$ cat src/rtl/tx_gearbox.sv
// tx_gearbox: 64b/66b transmit gearbox. It packs 2-bit sync headers and
// 32-bit payload beats into a continuous stream of 32-bit words. Every
// 16 blocks the leftover header bits fill one extra word. On that pause
// cycle o_tx_ready drops so the upstream scrambler stalls for one cycle.
module tx_gearbox #(
    parameter int DATA_WIDTH = 32,
    parameter int HDR_WIDTH  = 2
) (
    input  logic                  i_clk,
    input  logic                  i_reset,
    input  logic [DATA_WIDTH-1:0] i_tx_data,
    input  logic [HDR_WIDTH-1:0]  i_tx_sync_hdr,
    input  logic                  i_tx_sync_hdr_valid,
    input  logic                  i_tx_data_valid,
    output logic                  o_tx_ready,
    output logic [DATA_WIDTH-1:0] o_tx_data,
    output logic                  o_tx_data_valid,
    output logic                  o_align_err
);

    // Beats between pauses: each block leaves HDR_WIDTH extra bits, and a
    // full word of these extra bits is flushed once per pause.
    localparam int PAUSE_CNT = 2 * DATA_WIDTH / HDR_WIDTH;
    localparam int CW        = $clog2(PAUSE_CNT + 1);
    localparam int LW        = $clog2(DATA_WIDTH + 1);
    // The merged vector never holds more than two words. Before a header
    // beat the residual is at most DATA_WIDTH-HDR_WIDTH bits.
    localparam int EW        = 2 * DATA_WIDTH;

    logic [CW-1:0]         seq_cnt;
    logic                  parity;
    logic [DATA_WIDTH-1:0] residual;
    logic [LW-1:0]         res_len;

    logic                  pause;
    logic                  accept;
    logic [EW-1:0]         payload;
    logic [EW-1:0]         merged;
    logic [LW-1:0]         next_len;

    assign pause      = (seq_cnt == CW'(PAUSE_CNT));
    assign accept     = i_tx_data_valid && !pause;
    assign o_tx_ready = !pause;

    // Append the new beat above the residual bits. The header is placed
    // first on the wire, so it goes in the low bits of the payload.
    always_comb begin
        payload  = '0;
        next_len = res_len;
        if (!parity) begin
            payload  = EW'({i_tx_data, i_tx_sync_hdr});
            next_len = res_len + LW'(HDR_WIDTH);
        end else begin
            payload  = EW'(i_tx_data);
        end
        merged = EW'(residual) | (payload << res_len);
    end

    // Sequence counter, parity, residual store and the registered output word.
    always_ff @(posedge i_clk) begin
        if (i_reset) begin
            seq_cnt         <= '0;
            parity          <= 1'b0;
            residual        <= '0;
            res_len         <= '0;
            o_tx_data       <= '0;
            o_tx_data_valid <= 1'b0;
            o_align_err     <= 1'b0;
        end else if (pause) begin
            // Flush the full word of leftover header bits. No beat is taken.
            seq_cnt         <= '0;
            residual        <= '0;
            res_len         <= '0;
            o_tx_data       <= residual;
            o_tx_data_valid <= 1'b1;
            o_align_err     <= 1'b0;
        end else if (accept) begin
            seq_cnt         <= seq_cnt + CW'(1);
            parity          <= !parity;
            residual        <= merged[DATA_WIDTH +: DATA_WIDTH];
            res_len         <= next_len;
            o_tx_data       <= merged[DATA_WIDTH-1:0];
            o_tx_data_valid <= 1'b1;
            // Report the mismatch but keep the tracked parity. The stream is
            // not resynchronised.
            o_align_err     <= (i_tx_sync_hdr_valid != !parity);
        end else begin
            o_tx_data_valid <= 1'b0;
            o_align_err     <= 1'b0;
        end
    end

endmodule

$ cat config.mk
export PLATFORM = sky130hd
export DESIGN_NAME = tx_gearbox
export DESIGN_NICKNAME = d
export VERILOG_FILES = /design/src/rtl/tx_gearbox.sv
export SDC_FILE = /design/constraint.sdc
export NUM_CORES = 1
export LEC_CHECK = 0
export ABC_AREA = 0
export CORE_ASPECT_RATIO = 0.7
export CORE_UTILIZATION = 40
export DETAILED_ROUTE_END_ITERATION = 10
export PLACE_DENSITY = 0.69
export SETUP_SLACK_MARGIN = 0.5
export SLEW_MARGIN = 20
export SYNTH_ARGS = -nofsm -noshare
export SYNTH_HDL_FRONTEND = slang
export SYNTH_SLANG_ARGS = --single-unit
$ cat constraint.sdc
create_clock -name i_clk -period 3.7 [get_ports i_clk]
set_clock_uncertainty 0.1 [all_clocks]
set_input_delay 0.925 -clock i_clk [delete_from_list [all_inputs] [get_ports i_clk]]
set_output_delay 0.925 -clock i_clk [all_outputs]
set_load 0.02 [all_outputs]
==> results of run 1 <==
-- worst paths after layout --
check / start / end / cells after the start
setup / recovery: i_tx_data_valid / o_tx_data[19]$_SDFFE_PP0P_ / 5
hold / removal: o_tx_data[10]$_SDFFE_PP0P_ / o_tx_data[10]$_SDFFE_PP0P_ / 1
setup reg to reg: seq_cnt[0]$_SDFFE_PP0P_ / residual[29]$_SDFFE_PP0P_ / 7
hold reg to reg: o_tx_data[10]$_SDFFE_PP0P_ / o_tx_data[10]$_SDFFE_PP0P_ / 1
-- where the power goes --
| part | switching, mW | leakage, nW | internal (mW) |
|---|---|---|---|
| combinational | 0.556 | 1.91 | 0.453 |
| sequential | 0.0885 | 0.645 | 0.908 |
| clock | 0.351 | 0.142 | 0.515 |
-- worst max-delay path, stage by stage --
cell and delay, ns:
clkdlybuf4s50_1 0.54, buf_4 0.45, nand3_1 0.71, nor3_1 0.41
a211o_1 0.16
-- timing repair --
item	4_1_cts	5_1_grt
buffers inserted	0	0
gates resized for setup	0	1
endpoints found under the setup margin	0	1
hold buffers	0	0
-- layout by cell type (no fill, tap or decap), drive strengths merged, types with 25 or more instances in the layout --
cell type | synthesis | final
a21oi | 45 | 45
clkdlybuf4s50 | 0 | 72
nand2 | 33 | 33
mux2 | 39 | 39
mux4 | 25 | 25
o22ai | 25 | 25
dfxtp | 78 | 78
o21ai | 57 | 57
nor2 | 52 | 52
buf | 27 | 34
mux2i | 59 | 59
-- registers in the layout, summed over array words and instances, names as in the netlist --
| signal | count |
|---|---|
| o_tx_data_valid | 1 |
| res_len | 5 |
| o_align_err | 1 |
| parity | 1 |
| seq_cnt | 6 |
| residual | 32 |
| o_tx_data | 32 |
-- metal layers --
metal | global-route usage | vias to the layer above | part of all wire
li1 | - | 2708 | -
met2 | 0.443 | 373 | 0.43
met4 | 0.104 | 0 | 0.031
met1 | 0.415 | 2952 | 0.43
met3 | 0.0781 | 57 | 0.11
met5 | 0 | - | 0
-- logic make-up after synthesis --
| logic type | Yosys count | synth area share |
|---|---|---|
| compound gates | 238 | 0.271 |
| simple gates | 145 | 0.118 |
| mux | 123 | 0.272 |
| flops | 78 | 0.262 |
| buf+inv | 70 | 0.0566 |
| xor+xnor | 10 | 0.0147 |
| fa+ha+maj | 3 | 0.00629 |
-- layout make-up --
| type | instances | area [um2] |
|---|---|---|
| clock buffer | 14 | 275 |
| tap | 190 | 238 |
| clock inverter | 2 | 13.8 |
| fill | 1354 | 7040 |
| multi-input combinational | 519 | 4080 |
| timing repair buffer | 106 | 976 |
| inverter | 10 | 37.5 |
| sequential | 78 | 1570 |
==> impl_metrics.toml, run 1 <==
[finish]
final_nets = 765
utilization = 0.505
area_growth_pct = 20.5
drive_gt1_frac = 0.181
design_area_mm2 = 0.00719
final_cells = 919
diodes = 0

[setup_path]
critical_path_class = "in2reg"
cp-end-kind = "register"
critPathRequiredTime_ns = 3.88
rrSetupSlack_ns = 0.81
path_max_fanout = 40
worstSetupStartpointType = "input pin"
worstPathArrival_ns = 3.21

[synthesis]
syn_inst = 667
syn_nets = 708
ys_seq_area_frac = 0.262
post-synth-top-count-cell = "dfxtp_1"
ys_top_cells_by_count = "78 x dfxtp_1, 56 x mux2i_1, 52 x nor2_1"
synth_edf_count = 0
syn_avg_cell_area_um2 = 8.95
synthFlopType = "dfxtp_1"
synth_area_leaders = "dfxtp_1 26%, mux4_2 9.4%, mux2i_1 9.4%"
yosysTopAreaCellShare = 0.262
ys_async_sr_fraction = 0
ys_seq_elements = 78
yosysWarnings = 0
yosysTopAreaCell = "dfxtp_1"
netlist_area_mm2 = 0.00597
synth.distinct_cells = 62

[floorplan]
dieArea_mm2 = 0.0154
io-pin-count = 73
die_h_um = 104
initial_utilization = 0.419
fp.dieW_um = 148
core.rowCount = 36
core_area_mm2 = 0.0142

[routing]
ant_nets = 0
dr.pass1.iters = 5
drtIter0Drc = 729
routed_wl_mm = 22.8
vias = 6090
drc = 0
wl_per_cell_um = 24.9
viasPerCell = 6.63

[timing]
hold_ws_ns = 0.398
maxSlewHeadroom = 0.257
fin_tns_setup_ns = 0
setup_slack_ns = 0.663
rsz0062_at_grt = "no"
setup_viol = 0
hold_viol_final = 0
drv_slew = 0
period_minus_slack_ns = 3.04
fmax_mhz = 329
tightest_slew_ns = 1.11
post-route-period-util = 0.821

[global_routing]
grt_max_degree = 53
antenna_found_initial = 0
grt_overflow = 0
grt_pass1_vias = 5730
grt_pass1_wl_mm = 34.7
track_usage = 0.299

[clock_tree]
clk_pin_slew_worst_paths_ns = 0.06
cts_root_buf = "clkbuf_16"
cts.sinks = 78
h-tree-depth = 3
cts_buffers = 9
clock_latency_ns = 0.34
cts_tree = "done"
clock_path_buffers = 2

[power_and_ir_drop]
p_leak_nw = 2.69
p_per_area_mw_per_mm2 = 399
ir_drop_mv = 0.266
finalPower_mw = 2.87

[run]
cap_violations = 0

[status]
outcome = "completed"

[placed_design]
place_inst = 903
place_congestion = 1.04
dp_slack_ns = 0.476
dpl.hpwl_mm = 17.2
dpl_cell_area_mm2 = 0.00689
portBuffers = 72

[hold_path]
hp-class = "reg2reg"
No activity file was read; power rests on OpenSTA's default activity.
==> inputs of run 2 (changes only) <==
Settings changed: PLACE_DENSITY 0.69 to 0.71.
Clock period 3.7 ns to 2.4 ns, I/O delays scaled along.
==> impl_metrics.toml, run 2 (same netlist as run 1, synthesis figures left out) <==
[status]
outcome = "completed"

[global_routing]
grt_max_degree = 38
grt_pass1_vias = 6724
antenna_found_initial = 0
track_usage = 0.352
grt_overflow = 0
grt_pass1_wl_mm = 40.5

[setup_path]
critical_path_class = "reg2reg"
cp-end-kind = "register"
path_cells = "buf_12, buf_16, mux4_2, mux2_4, mux2i_2, buf_4, and2_4, o22ai_2"
worstSetupStartpointType = "register"
worst-path-buf-inv = 3
critPathMaxStageDelay_ns = 0.52
r2r-end = "residual[6]$_SDFFE_PP0P_"
path_max_fanout = 8
reg2regPathDepth = 8
worstPathArrival_ns = 2.47
crit_slowest_cell = "mux4_2"
cp_top_family = "multiplexers"
critPathRequiredTime_ns = 2.52
rrSetupSlack_ns = 0.05
r2r-start = "res_len[1]$_SDFFE_PP0P_"

[routing]
routed_wl_mm = 26.9
drc = 0
wl_per_cell_um = 25.3
viasPerCell = 6.45
vias = 6855
dr.pass1.iters = 5
drtIter0Drc = 714
ant_nets = 0

[placed_design]
dp_slack_ns = -0.475
dpl.hpwl_mm = 19.4
portBuffers = 72
place_congestion = 0.959
place_inst = 1010
dpl_cell_area_mm2 = 0.00798

[hold_path]
hp-class = "reg2reg"
min_from = "o_tx_data[9]$_SDFFE_PP0P_"
min_to = "o_tx_data[9]$_SDFFE_PP0P_"
hold_path_depth = 1

[finish]
fill_cells = 1227
area_growth_pct = 54.0
regArea_mm2 = 0.00157
design_area_mm2 = 0.00919
drive_gt1_frac = 0.425
top_regs = "o_tx_data: 32 flops, residual: 32 flops, seq_cnt: 6 flops"
multiInputGateArea_mm2 = 0.00484
mostFrequentLayoutCell = "buf_4"
final_nets = 909
final_cells = 1063
layout_common_cells = "148 x buf_4, 72 x dfxtp_1, 67 x dlygate4sd2_1"
diodes = 0

[floorplan]
core.rowCount = 36
fp.dieW_um = 148
core_area_mm2 = 0.0142
die_h_um = 104
dieArea_mm2 = 0.0154
initial_utilization = 0.419
io-pin-count = 73

[timing]
hold_viol_final = 0
period_minus_slack_ns = 2.35
post-route-period-util = 0.977
hold_ws_ns = 0.394
maxSlewHeadroom = 0.421
tightest_slew_ns = 0.862
setup_slack_ns = 0.0548
rsz0062_at_grt = "yes"
drv_slew = 0
setup_viol = 0
fmax_mhz = 426

[power_and_ir_drop]
finalPower_mw = 5.21
p_leak_nw = 3.81
p_per_area_mw_per_mm2 = 567
ir_drop_mv = 0.395

[clock_tree]
clk_pin_slew_worst_paths_ns = 0.07
clock_latency_ns = 0.35
h-tree-depth = 3
cts_buffers = 9
cts_root_buf = "clkbuf_16"
clock_path_buffers = 2
cts_tree = "done"
cts.sinks = 78
hold_buffers = 0

[run]
cap_violations = 0
==> run 2: cell count changes in the layout (fill, tap and decap cells not counted), sizes merged <==
cell / change
clkdlybuf4s50: -69
buf: +144
o21ai: +1
clkinv: +1
clkinvlp: +2
dlymetal6s2s: +1
clkbuf: -5
dlygate4sd2: +67
inv: +2
==> run 2: report_power, final <==
group / total (mW) / switching (mW) / internal, mW
clock network: 1.34 / 0.628 / 0.714
registers: 1.48 / 0.0846 / 1.40
logic: 2.39 / 1.19 / 1.19
total: 5.21 / 1.91 / 3.31
==> run 2: layer usage <==
layer / vias to the layer above / track usage / share of wire
met5: - / 0.0233 / 0
met4: 0 / 0.124 / 0.028
met3: 63 / 0.0925 / 0.095
met2: 386 / 0.521 / 0.44
met1: 3403 / 0.486 / 0.44
li1: 3003 / - / -
==> run 2: worst max path at each step <==
stage                                       start                         to  cells after the start
after CTS                 res_len[1]$_SDFFE_PP0P_   residual[6]$_SDFFE_PP0P_                      8
after floorplan           res_len[1]$_SDFFE_PP0P_  residual[13]$_SDFFE_PP0P_                      7
after global placement              i_tx_data[26]  residual[20]$_SDFFE_PP0P_                      7
after global routing      res_len[1]$_SDFFE_PP0P_   residual[6]$_SDFFE_PP0P_                      8
after detailed placement            i_tx_data[26]  residual[20]$_SDFFE_PP0P_                      7
final                     res_len[1]$_SDFFE_PP0P_   residual[6]$_SDFFE_PP0P_                      8
==> run 2: layout make-up <==
class / count / share of cell area
Clock inverter: 7 / 0.00626
Sequential cell: 78 / 0.171
Tap cell: 190 / 0.0259
Clock buffer: 9 / 0.0245
Timing Repair Buffer: 249 / 0.242
Inverter: 10 / 0.00408
Multi-Input combinational cell: 520 / 0.526
==> run 2: timing repair <==
item                       in CTS  in global routing
setup endpoints to repair     111                 76
gates cloned                    2                  0
pin swaps                      24                 22
buffers inserted               27                  8
gates resized for setup       169                 37
==> run 2: per-stage QoR <==
step	TNS, ns	util
after floorplan	0	-
after global placement	-13.56	0.561
after detailed placement	-15.96	0.561
after CTS	0	0.629
after global routing	0	0.646
final	0	0.646
